--- src/rtl/alarm_sequencer_if.sv ---
// Keypad/sensor inputs and siren/light/status outputs of the alarm sequencer.
// The master drives the keypad and sensors; the slave is the sequencer.
interface alarm_sequencer_if;
   logic       arm_req;
   logic       disarm_req;
   logic       vp;
   logic       sm;
   logic       armed;
   logic       siren;
   logic       lights;
   logic       arm_fail;
   logic [2:0] state_o;
   logic [3:0] alarm_cnt;

   modport master (
      output arm_req, disarm_req, vp, sm,
      input  armed, siren, lights, arm_fail, state_o, alarm_cnt
   );

   modport slave (
      input  arm_req, disarm_req, vp, sm,
      output armed, siren, lights, arm_fail, state_o, alarm_cnt
   );
endinterface

--- src/rtl/alarm_sequencer.sv ---
// Armed/door-window/motion alarm sequencer: exit delay, entry delay, timed siren,
// then lights held until disarm. All outputs are registered from the next state.
module alarm_sequencer #(
   parameter int unsigned EXIT_DLY  = 16,
   parameter int unsigned ENTRY_DLY = 8,
   parameter int unsigned SIREN_LEN = 32,
   parameter int unsigned CNT_W     = 8
) (
   input  logic               clk,
   input  logic               rst_n,
   alarm_sequencer_if.slave   bus
);

   localparam logic [2:0] S_DISARMED = 3'd0;
   localparam logic [2:0] S_EXIT     = 3'd1;
   localparam logic [2:0] S_ARMED    = 3'd2;
   localparam logic [2:0] S_ENTRY    = 3'd3;
   localparam logic [2:0] S_ALARM    = 3'd4;
   localparam logic [2:0] S_HOLD     = 3'd5;

   localparam logic [CNT_W-1:0] EXIT_LD  = CNT_W'(EXIT_DLY - 1);
   localparam logic [CNT_W-1:0] ENTRY_LD = CNT_W'(ENTRY_DLY - 1);
   localparam logic [CNT_W-1:0] SIREN_LD = CNT_W'(SIREN_LEN - 1);
   localparam logic [CNT_W-1:0] CNT_ONE  = CNT_W'(1);

   logic [2:0]       state, nxt;
   logic [CNT_W-1:0] cnt, cnt_nxt;
   logic             fail_nxt;
   logic             armed_q, siren_q, lights_q, fail_q;
   logic [3:0]       alarm_cnt_q;

   always_comb begin
      nxt      = state;
      cnt_nxt  = cnt;
      fail_nxt = 1'b0;
      if (state != S_DISARMED && bus.disarm_req) begin
         nxt     = S_DISARMED;
         cnt_nxt = '0;
      end else begin
         case (state)
            S_DISARMED: begin
               // disarm_req masks arm_req entirely, including the refusal pulse
               if (bus.arm_req && !bus.disarm_req) begin
                  if (bus.vp) begin
                     fail_nxt = 1'b1;
                  end else begin
                     nxt     = S_EXIT;
                     cnt_nxt = EXIT_LD;
                  end
               end
            end
            S_EXIT: begin
               if (cnt == '0) nxt = S_ARMED;
               else           cnt_nxt = cnt - CNT_ONE;
            end
            S_ARMED: begin
               if (bus.sm) begin
                  nxt     = S_ALARM;
                  cnt_nxt = SIREN_LD;
               end else if (bus.vp) begin
                  nxt     = S_ENTRY;
                  cnt_nxt = ENTRY_LD;
               end
            end
            S_ENTRY: begin
               if (cnt == '0) begin
                  nxt     = S_ALARM;
                  cnt_nxt = SIREN_LD;
               end else begin
                  cnt_nxt = cnt - CNT_ONE;
               end
            end
            S_ALARM: begin
               if (cnt == '0) nxt = S_HOLD;
               else           cnt_nxt = cnt - CNT_ONE;
            end
            S_HOLD: begin
               if (bus.sm || bus.vp) begin
                  nxt     = S_ALARM;
                  cnt_nxt = SIREN_LD;
               end
            end
            default: begin
               nxt     = S_DISARMED;
               cnt_nxt = '0;
            end
         endcase
      end
   end

   always_ff @(posedge clk or negedge rst_n) begin
      if (!rst_n) begin
         state       <= S_DISARMED;
         cnt         <= '0;
         armed_q     <= 1'b0;
         siren_q     <= 1'b0;
         lights_q    <= 1'b0;
         fail_q      <= 1'b0;
         alarm_cnt_q <= '0;
      end else begin
         state    <= nxt;
         cnt      <= cnt_nxt;
         armed_q  <= (nxt == S_ARMED) || (nxt == S_ENTRY) ||
                     (nxt == S_ALARM) || (nxt == S_HOLD);
         siren_q  <= (nxt == S_ALARM);
         lights_q <= (nxt == S_ALARM) || (nxt == S_HOLD);
         fail_q   <= fail_nxt;
         if (nxt == S_ALARM && state != S_ALARM && alarm_cnt_q != 4'hF)
            alarm_cnt_q <= alarm_cnt_q + 4'd1;
      end
   end

   assign bus.armed     = armed_q;
   assign bus.siren     = siren_q;
   assign bus.lights    = lights_q;
   assign bus.arm_fail  = fail_q;
   assign bus.state_o   = state;
   assign bus.alarm_cnt = alarm_cnt_q;

endmodule
--- src/flat_wrapper.sv ---
// flat-port wrapper written by rule: the top's interface ports become plain ports
module alarm_sequencer_flat 
#(
   parameter int unsigned EXIT_DLY  = 16,
   parameter int unsigned ENTRY_DLY = 8,
   parameter int unsigned SIREN_LEN = 32,
   parameter int unsigned CNT_W     = 8
)
  (clk, rst_n, bus_arm_req, bus_disarm_req, bus_vp, bus_sm, bus_armed, bus_siren, bus_lights, bus_arm_fail, bus_state_o, bus_alarm_cnt);
  alarm_sequencer_if bus_i ();
  input  logic clk;
  input  logic rst_n;
  input wire logic [$bits(bus_i.arm_req)-1:0] bus_arm_req;
  input wire logic [$bits(bus_i.disarm_req)-1:0] bus_disarm_req;
  input wire logic [$bits(bus_i.vp)-1:0] bus_vp;
  input wire logic [$bits(bus_i.sm)-1:0] bus_sm;
  output wire logic [$bits(bus_i.armed)-1:0] bus_armed;
  output wire logic [$bits(bus_i.siren)-1:0] bus_siren;
  output wire logic [$bits(bus_i.lights)-1:0] bus_lights;
  output wire logic [$bits(bus_i.arm_fail)-1:0] bus_arm_fail;
  output wire logic [$bits(bus_i.state_o)-1:0] bus_state_o;
  output wire logic [$bits(bus_i.alarm_cnt)-1:0] bus_alarm_cnt;
  assign bus_i.arm_req = bus_arm_req;
  assign bus_i.disarm_req = bus_disarm_req;
  assign bus_i.vp = bus_vp;
  assign bus_i.sm = bus_sm;
  assign bus_armed = bus_i.armed;
  assign bus_siren = bus_i.siren;
  assign bus_lights = bus_i.lights;
  assign bus_arm_fail = bus_i.arm_fail;
  assign bus_state_o = bus_i.state_o;
  assign bus_alarm_cnt = bus_i.alarm_cnt;
  alarm_sequencer #(.EXIT_DLY(EXIT_DLY), .ENTRY_DLY(ENTRY_DLY), .SIREN_LEN(SIREN_LEN), .CNT_W(CNT_W)) u_core (.clk(clk), .rst_n(rst_n), .bus(bus_i));
endmodule
--- config.mk ---
export PLATFORM = sky130hd
export DESIGN_NAME = alarm_sequencer_flat
export DESIGN_NICKNAME = d
export VERILOG_FILES = /design/src/rtl/alarm_sequencer_if.sv /design/src/rtl/alarm_sequencer.sv /design/src/flat_wrapper.sv
export SDC_FILE = /design/constraint.sdc
export NUM_CORES = 1
export LEC_CHECK = 0
export CAP_MARGIN = 5
export CORE_MARGIN = 1
export CORE_UTILIZATION = 54
export DETAILED_ROUTE_END_ITERATION = 7
export GPL_ROUTABILITY_DRIVEN = 0
export GPL_TIMING_DRIVEN = 0
export PLACE_DENSITY = 0.79
export SLEW_MARGIN = 40
export SYNTH_ARGS = -nofsm -noshare
export SYNTH_HDL_FRONTEND = slang
export SYNTH_SLANG_ARGS = --single-unit
export TNS_END_PERCENT = 10
--- constraint.sdc ---
create_clock -name clk -period 3.1 [get_ports clk]
set_clock_uncertainty 0.2 [all_clocks]
set_input_delay 0.31 -clock clk [delete_from_list [all_inputs] [get_ports clk]]
set_output_delay 0.31 -clock clk [all_outputs]
set_load 0.005 [all_outputs]
-- After elaboration in Yosys (flattened, before gate mapping)
Index checks and enable logic that the tools add are counted.
- bits of input ports: 6
- flip-flop bits (word level): 19
- word-level logic and storage cells: 63
- output and inout port bits: 11
- equality and inequality tests: 16
- mux-type cells: 23
- add/subtract/negate cells: 2
- reduce and logical (&&, ||, !) cells: 15
- operators with widths (kind ; count):
    $mux W8 ; 8
    $pmux W8 S5 ; 1
    $mux W3 ; 9
    $pmux W3 S6 ; 1
    $eq A3 B2 Y1 const B ; 4
    $eq A3 B3 Y1 const B ; 4
    $logic_not A8 Y1 ; 1
    $sub A8 B1 Y8 const B ; 1
    $ne A3 B1 Y1 const B ; 2
    $ne A3 B2 Y1 const B ; 2
    $logic_or A1 B1 Y1 ; 5
    $reduce_and A5 Y1 ; 1
    $add A4 B1 Y4 const B ; 1
    $logic_and A1 B1 Y1 ; 4
    $mux W1 ; 4
    $ne A4 B3 Y1 const B ; 1
    $ne A4 B4 Y1 const B ; 1
    $eq A3 B1 Y1 const B ; 1
    $logic_not A3 Y1 ; 1
    $ne A3 B3 Y1 const B ; 1
    $reduce_bool A3 Y1 ; 1
    $reduce_or A2 Y1 ; 1
    $logic_not A1 Y1 ; 1

-- Longest topological paths before layout
Gate-level depths: netlist of run 1.
- word-level depth: 9
- depth in mapped cells: 8

-- Least setup slack after synthesis of run 1
OpenSTA, ideal clock, no wires.
- kind: reg2reg
- start: register u_core.cnt[0]
- end: register u_core.alarm_cnt_q[1] (netlist: u_core.bus.alarm_cnt[1])
- setup slack: 734 ps
- required time: 2775 ps
- stages on the path, launching flop included: 9
- period minus slack after synthesis: 2366 ps
- path buffers: 1
- data arrival time: 2041 ps
- path through: dfrtp_1 -> inv_1 -> ha_1 -> or4b_4 -> buf_6 -> o21ai_4 -> and4bb_4 -> o211ai_4 -> mux2_4
- word-level cells in the longest chain between the ends: 7
- elaborated cells on any way between the ends: 9
- RTL lines (what ; RTL line ; text):
    start, declared ; alarm_sequencer.sv:27 ; logic [CNT_W-1:0] cnt, cnt_nxt;
    start signal, assigned ; alarm_sequencer.sv:102 ; cnt <= cnt_nxt;
    $logic_not A8 Y1 (*) ; alarm_sequencer.sv:53, alarm_sequencer.sv:66, alarm_sequencer.sv:74 ;
    $mux W3 (on tied branches) ; alarm_sequencer.sv:74, alarm_sequencer.sv:53, alarm_sequencer.sv:66 ;
    $pmux W3 S6 (*) ; alarm_sequencer.sv:40 ; case (state)
    $mux W3 (*) ; alarm_sequencer.sv:36 ; if (state != S_DISARMED && bus.disarm_req) begin
    $eq A3 B3 Y1 (*) ; alarm_sequencer.sv:108 ; if (nxt == S_ALARM && state != S_ALARM && alarm_cnt_q != 4'hF)
    $logic_and A1 B1 Y1 (*) (2 in series) ; alarm_sequencer.sv:108 ;
    end signal, assigned ; alarm_sequencer.sv:109 ; alarm_cnt_q <= alarm_cnt_q + 4'd1;
    end, declared ; alarm_sequencer.sv:30 ; logic [3:0] alarm_cnt_q;
Mark *: on every way between the ends. The rest lies on a longest branch, timed or not.
A chain may end at the register's enable or synchronous reset.

-- Worst setup path in the final report of run 1
Ends and elaborated chain as after synthesis.

==> results of run 1 <==
## cells by family (layout without fill, tap and decap cells)
logic type,Yosys count,after routing,share of synthesized area
XOR/XNOR,5,5,0.0343
adder cells (fa/ha/maj),2,2,0.0196
multiplexers,1,1,0.0118
flip-flops,19,19,0.373
AO/OA/AOI/OAI,37,37,0.220
buffers and inverters,12,33,0.0480
AND/OR/NAND/NOR,63,63,0.294
## power by group
part / internal, mW / leakage, nW / switching, mW
clock network: 0.0502 / 0.0150 / 0.0800
logic: 0.171 / 0.355 / 0.209
registers: 0.296 / 0.253 / 0.0580
## what timing repair did
action,in CTS,in global routing
setup endpoints to repair,0,0
hold buffers,1,0
buffers inserted,0,0
hold endpoints to repair,19,0
## worst min-delay path by stage
stage                                                      to  slack (ps)  depth (start not counted)
after global routing                u_core.cnt[5]$_DFFE_PN0P_         300                          2
after floorplan           u_core.bus.alarm_cnt[0]$_DFFE_PN0P_        -190                          0
final                           u_core.bus.arm_fail$_DFF_PN0_         250                          2
after CTS                       u_core.bus.arm_fail$_DFF_PN0_         280                          2
after global placement    u_core.bus.alarm_cnt[3]$_DFFE_PN0P_         290                          1
after detailed placement        u_core.bus.arm_fail$_DFF_PN0_          80                          1
## routing by layer
layer / share of wire / up-vias
met3: 0.029 / 8
met2: 0.49 / 26
li1: - / 560
met1: 0.46 / 556
met4: 0.026 / 0
met5: 0 / -
## synth_stat cells (all sizes together), types with 4 or more instances
master	instances	area, sq um
dfrtp	19	475
nor2	14	52.6
o21ai	11	70.1
nand2	8	30.0
nor3	7	35.0
a211oi	5	37.5
inv	5	18.8
nand2b	5	31.3
a21oi	4	20.0
clkbuf	4	15.0
nand3	4	20.0
nor2b	4	25.0
o31ai	4	30.0
xnor2	4	35.0
## state kept, by name (all words and copies together), names as in the netlist
signal                flops
u_core.bus.armed          1
u_core.bus.siren          1
u_core.bus.state_o        3
u_core.bus.arm_fail       1
u_core.bus.lights         1
u_core.bus.alarm_cnt      4
u_core.cnt                8
## cell type report
type | instances | area [sq um]
buffer | 7 | 42.5
clock buffer | 4 | 26.3
fill | 189 | 709
inverter | 5 | 18.8
multi-input combinational | 108 | 739
sequential | 19 | 475
tap | 28 | 35.0
timing repair buffer | 17 | 165
## per-stage QoR
stage / power [mW] / std cells
global route: 0.921 / 188
CTS: 0.861 / 188
finish: 0.864 / 188
floorplan: 0.616 / 139
global placement: 0.705 / 183
detailed placement: 0.729 / 183
==> impl_metrics.env, run 1 <==
export IMPL_die_area_sq_mm=0.00256
export IMPL_synth_edf_count=0
export IMPL_drtPass1Iterations=4
export IMPL_vias_per_cell=6.12
export IMPL_rsz0062_at_grt="no"
export IMPL_cts_htree_levels=1
export IMPL_path_clk_slew_ps=110
export IMPL_yosysSeqAreaShare=0.373
export IMPL_max_freq_mhz=394
export IMPL_cts_max_path_buffers=2
export IMPL_peakVddDrop_mv=0.450
export IMPL_crit_cells=8
export IMPL_gr_usage_met2=0.427
export IMPL_fp_coreArea_sq_mm=0.00221
export IMPL_cts_root_buffer_cell="clkbuf_4"
export IMPL_yosys_warnings=0
export IMPL_r2r_end="u_core.bus.alarm_cnt[1]$_DFFE_PN0P_"
export IMPL_required_ps=3100
export IMPL_drcViolationCount=0
export IMPL_cts_repair_resized=0
export IMPL_setup_ws_ps=562
export IMPL_slew_headroom=0.458
export IMPL_nets=169
export IMPL_mostFrequentLayoutCells="dfrtp_1, clkdlybuf4s50_1, nor2_1, nand2_1, nor3_1"
export IMPL_grt_usage=0.268
export IMPL_cpPeakStageDelay_ps=470
export IMPL_r2r_start="u_core.cnt[0]$_DFFE_PN0P_"
export IMPL_hp_class="primary input to asynchronous set/reset pin"
export IMPL_wl_per_cell_microns=15.6
export IMPL_mappedNetlistNets=147
export IMPL_diodes=0
export IMPL_reg2reg_slack_ps=560
export IMPL_dieWidth_microns=50.6
export IMPL_drv_slew=0
export IMPL_cp_startpoint="u_core.cnt[0]$_DFFE_PN0P_"
export IMPL_crit_type="register to register"
export IMPL_syn_area_sq_mm=0.00128
export IMPL_crit_fanout=8
export IMPL_insertion_delay_ps=300
export IMPL_endpoint="u_core.bus.alarm_cnt[1]$_DFFE_PN0P_"
export IMPL_min_period_over_period=0.819
export IMPL_ant_nets=0
export IMPL_grt_pass1_wl_mm=4.96
export IMPL_path_cells="inv_1, ha_1, or4b_4, buf_6, o21ai_4, and4bb_4, o211ai_4, mux2_4"
export IMPL_die_h_microns=50.6
export IMPL_setup_viol=0
export IMPL_area_growth_pct=17.7
export IMPL_drtIter0Drc=21
export IMPL_whs_ps=251
export IMPL_power_density_mw_per_mm2=575
export IMPL_critPathArrivalTime_ps=2540
export IMPL_layout_commonest_cell="dfrtp_1"
export IMPL_busiest_layer="met2"
export IMPL_io_buffers=16
export IMPL_postLayoutCoreUtil=0.679
export IMPL_cts_tree="done"
export IMPL_numClockSinks=19
export IMPL_io_pins=17
export IMPL_status="complete, no violations"
export IMPL_cp_buffers_inverters=2
export IMPL_synthArstFlopShare=1.00
export IMPL_ys_flop_type="dfrtp_1"
export IMPL_cap_violations=0
export IMPL_cts_buffers=3
export IMPL_tns_ps=0
export IMPL_gr_usage_met1=0.344
export IMPL_cp_end_kind="register"
export IMPL_syn_inst=139
export IMPL_vias=1150
export IMPL_synthDistinctLibCells=46
export IMPL_pre_cts_slack_ps=581
export IMPL_hold_viol=0
export IMPL_ff2ff_path_depth=8
export IMPL_antenna_found_initial=0
export IMPL_p_leak_nw=0.623
export IMPL_fin_crit_ps=2540
export IMPL_layout_drive_gt1_share=0.0938
export IMPL_routed_wl_mm=2.93
export IMPL_dpl_cell_area_sq_mm=0.00147
export IMPL_met3_usage=0.0364
export IMPL_grt_ovfl_total=0
export IMPL_ys_seq_elements=19
export IMPL_synth_area_per_cell_sq_um=9.18
export IMPL_cp_start_kind="register"
export IMPL_grt_max_degree=20
export IMPL_cp_slowest_cell="or4b_4"
export IMPL_cpLargestDelayFamily="simple AND/OR/NAND/NOR gates"
export IMPL_rows=17
export IMPL_initial_core_util=0.577
export IMPL_fin_area_sq_mm=0.00150
export IMPL_tightest_slew_ps=807
export IMPL_first_global_vias=1111
export IMPL_post_dp_hpwl_mm=2.17
Note: power is estimated with default switching activity, not from simulation.
==> run 2, diff against run 1 <==
clock period = 2.65 ns   (was 3.1 ns; I/O delays follow)
==> results of run 2 <==
The final DEF is identical to that of run 1. Status: complete, no violations.
Main changes from that run: setup slack after placement 581 ps -> 142 ps; setup slack after layout 562 ps -> 112 ps; hold slack 251 ps -> 206 ps; register-to-register setup slack 560 ps -> 110 ps; total power 0.864 mW -> 1.01 mW; worst IR drop on VDD 0.450 mV -> 0.526 mV
==> run 3, diff against run 2 <==
CORE_UTILIZATION = 49   (was 54)
GPL_TIMING_DRIVEN = not set   (was 0)
PLACE_DENSITY = 0.75   (was 0.79)
clock period = 2.3 ns   (was 2.65 ns; I/O delays follow)
==> run 3 against run 2 <==
Against the previous run:
- the flow now finishes with violations (setup timing)
- sequential power up 16%
- die area up 9.8%
- via count up 7.1%
- total power up 27%
- worst setup slack worse by 160 ps
- core utilization up 0.66 points
- first-iteration DRC count up 52%
- critical path type unchanged
- critical endpoint unchanged
- highest routed layer unchanged
==> impl_metrics.env, run 3 (synthesis results as in run 1) <==
export IMPL_status="complete, but fails checks"
export IMPL_violations="setup timing"
export IMPL_regArea_sq_um=475
export IMPL_cts_htree_levels=1
export IMPL_postLayoutCoreUtil=0.686
export IMPL_stdcell_count=203
export IMPL_dieWidth_microns=53.0
export IMPL_peakVddDrop_mv=0.505
export IMPL_area_growth_pct=33.1
export IMPL_hp_class="primary input to asynchronous set/reset pin"
export IMPL_power_density_mw_per_mm2=756
export IMPL_max_freq_mhz=426
export IMPL_busiest_layer="met2"
export IMPL_path_clk_slew_ps=110
export IMPL_diodes=0
export IMPL_p_leak_nw=0.728
export IMPL_initial_core_util=0.515
export IMPL_insertion_delay_ps=310
export IMPL_cp_start_kind="register"
export IMPL_power_internal_mw=0.783
export IMPL_largest_reg_flops=8
export IMPL_nets=182
export IMPL_crit_type="register to register"
export IMPL_fp_coreArea_sq_mm=0.00248
export IMPL_layout_commonest_cell="dfrtp_1"
export IMPL_ant_nets=0
export IMPL_layout_drive_gt1_share=0.220
export IMPL_vias=1232
export IMPL_grt_max_degree=20
export IMPL_io_pins=17
export IMPL_nFillCells=194
export IMPL_die_h_microns=53.0
export IMPL_routed_wl_mm=3.21
export IMPL_required_ps=2310
export IMPL_multiInputGateArea_sq_um=795
export IMPL_setup_viol=10
export IMPL_rows=18
export IMPL_min_period_over_period=1.02
export IMPL_whs_ps=33.5
export IMPL_cts_buffers=3
export IMPL_power_frac_clock=0.138
export IMPL_tightest_slew_ps=531
export IMPL_numClockSinks=19
export IMPL_p_comb_frac=0.489
export IMPL_cts_max_path_buffers=2
export IMPL_dpl_cell_count=194
export IMPL_switchingPower_mw=0.502
export IMPL_setup_ws_ps=-45.0
export IMPL_die_area_sq_mm=0.00281
export IMPL_largest_register="u_core.cnt"
export IMPL_post_dp_hpwl_mm=2.21
export IMPL_cp_end_kind="register"
export IMPL_crit_fanout=4
export IMPL_gr_usage_met1=0.323
export IMPL_cts_tree="done"
export IMPL_grt_usage=0.254
export IMPL_grt_ovfl_total=0
export IMPL_fin_crit_ps=2350
export IMPL_met3_usage=0.0287
export IMPL_seq_power_share=0.374
export IMPL_cap_violations=0
export IMPL_hold_viol=0
export IMPL_gr_usage_met2=0.426
export IMPL_antenna_found_initial=0
export IMPL_mostFrequentLayoutCells="dfrtp_1, buf_4, clkdlybuf4s50_1, nor2_1, nand2_1"
export IMPL_first_global_vias=1097
export IMPL_grt_pass1_wl_mm=5.12
export IMPL_p_sw_frac=0.391
export IMPL_slew_headroom=0.644
export IMPL_drtIter0Drc=32
export IMPL_drcViolationCount=0
export IMPL_cts_hold_buf=0
export IMPL_critPathArrivalTime_ps=2360
export IMPL_rsz0062_at_grt="yes"
export IMPL_io_buffers=16
export IMPL_drv_slew=0
export IMPL_wl_per_cell_microns=15.8
export IMPL_drtPass1Iterations=4
export IMPL_cts_root_buffer_cell="clkbuf_4"
export IMPL_vias_per_cell=6.07
## run 3: changes by cell type in the layout (fill, tap and decap cells not counted), sizes merged
| cell | before | now |
|---|---|---|
| clkbuf | 8 | 4 |
| clkdlybuf4s50 | 15 | 16 |
| dlygate4sd3 | 1 | 0 |
| buf | 4 | 21 |
## run 3: path summary, 6_finish.rpt
check,to,depth (start not counted),start,slack (ps)
max,u_core.bus.alarm_cnt[1]$_DFFE_PN0P_,7,u_core.cnt[0]$_DFFE_PN0P_,-50
min,u_core.cnt[7]$_DFFE_PN0P_,2,rst_n,30
max reg2reg,u_core.bus.alarm_cnt[1]$_DFFE_PN0P_,7,u_core.cnt[0]$_DFFE_PN0P_,-50
min reg2reg,u_core.bus.alarm_cnt[3]$_DFFE_PN0P_,1,u_core.bus.alarm_cnt[3]$_DFFE_PN0P_,300
max in group asynchronous,u_core.cnt[3]$_DFFE_PN0P_,2,rst_n,1660
min in group clk,u_core.bus.alarm_cnt[3]$_DFFE_PN0P_,1,u_core.bus.alarm_cnt[3]$_DFFE_PN0P_,300
## run 3: what timing repair did
action / CTS / global route
gates resized for setup: 1 / 7
endpoints found under the setup margin: 3 / 11
setup buffers: 1 / 4
pin swaps: 1 / 6
## run 3: power groups by stage
stage	sequential (mW)	clock (mW)	combinational, mW
floorplan	0.466	0	0.367
global placement	0.479	0	0.521
detailed placement	0.485	0	0.534
CTS	0.479	0.180	0.550
global route	0.491	0.197	0.676
finish	0.480	0.177	0.628
## run 3: cell type report
type	instances	area share
Tap cell	30	0.0221
Inverter	5	0.0110
Sequential cell	19	0.280
Clock buffer	4	0.0155
Timing Repair Buffer	37	0.204
Multi-Input combinational cell	108	0.468
## run 3: metrics by stage
step	setup slack [ps]	setup TNS, ps	power, mW	instance area (sq um)
final	-45.0	-294	1.28	1700
after global routing	-120	-1120	1.36	1700
after CTS	-3.45	-5.81	1.21	1610
after floorplan	-43.5	-43.5	0.833	1280
after global placement	-41.4	-49.7	1.00	1570
after detailed placement	-101	-242	1.02	1570
## run 3: critical path, cell delays in order (launching register included)
cell and delay, ps:
dfrtp_1 390, inv_1 60, ha_2 190, or4b_4 510
o21ai_4 190, and4bb_4 290, o211ai_4 90, mux2_4 310
## run 3: routing by layer
metal	vias to the layer above	part of all wire
met4	0	0.024
met2	49	0.49
met3	10	0.061
met1	591	0.42
met5	-	0
li1	582	-
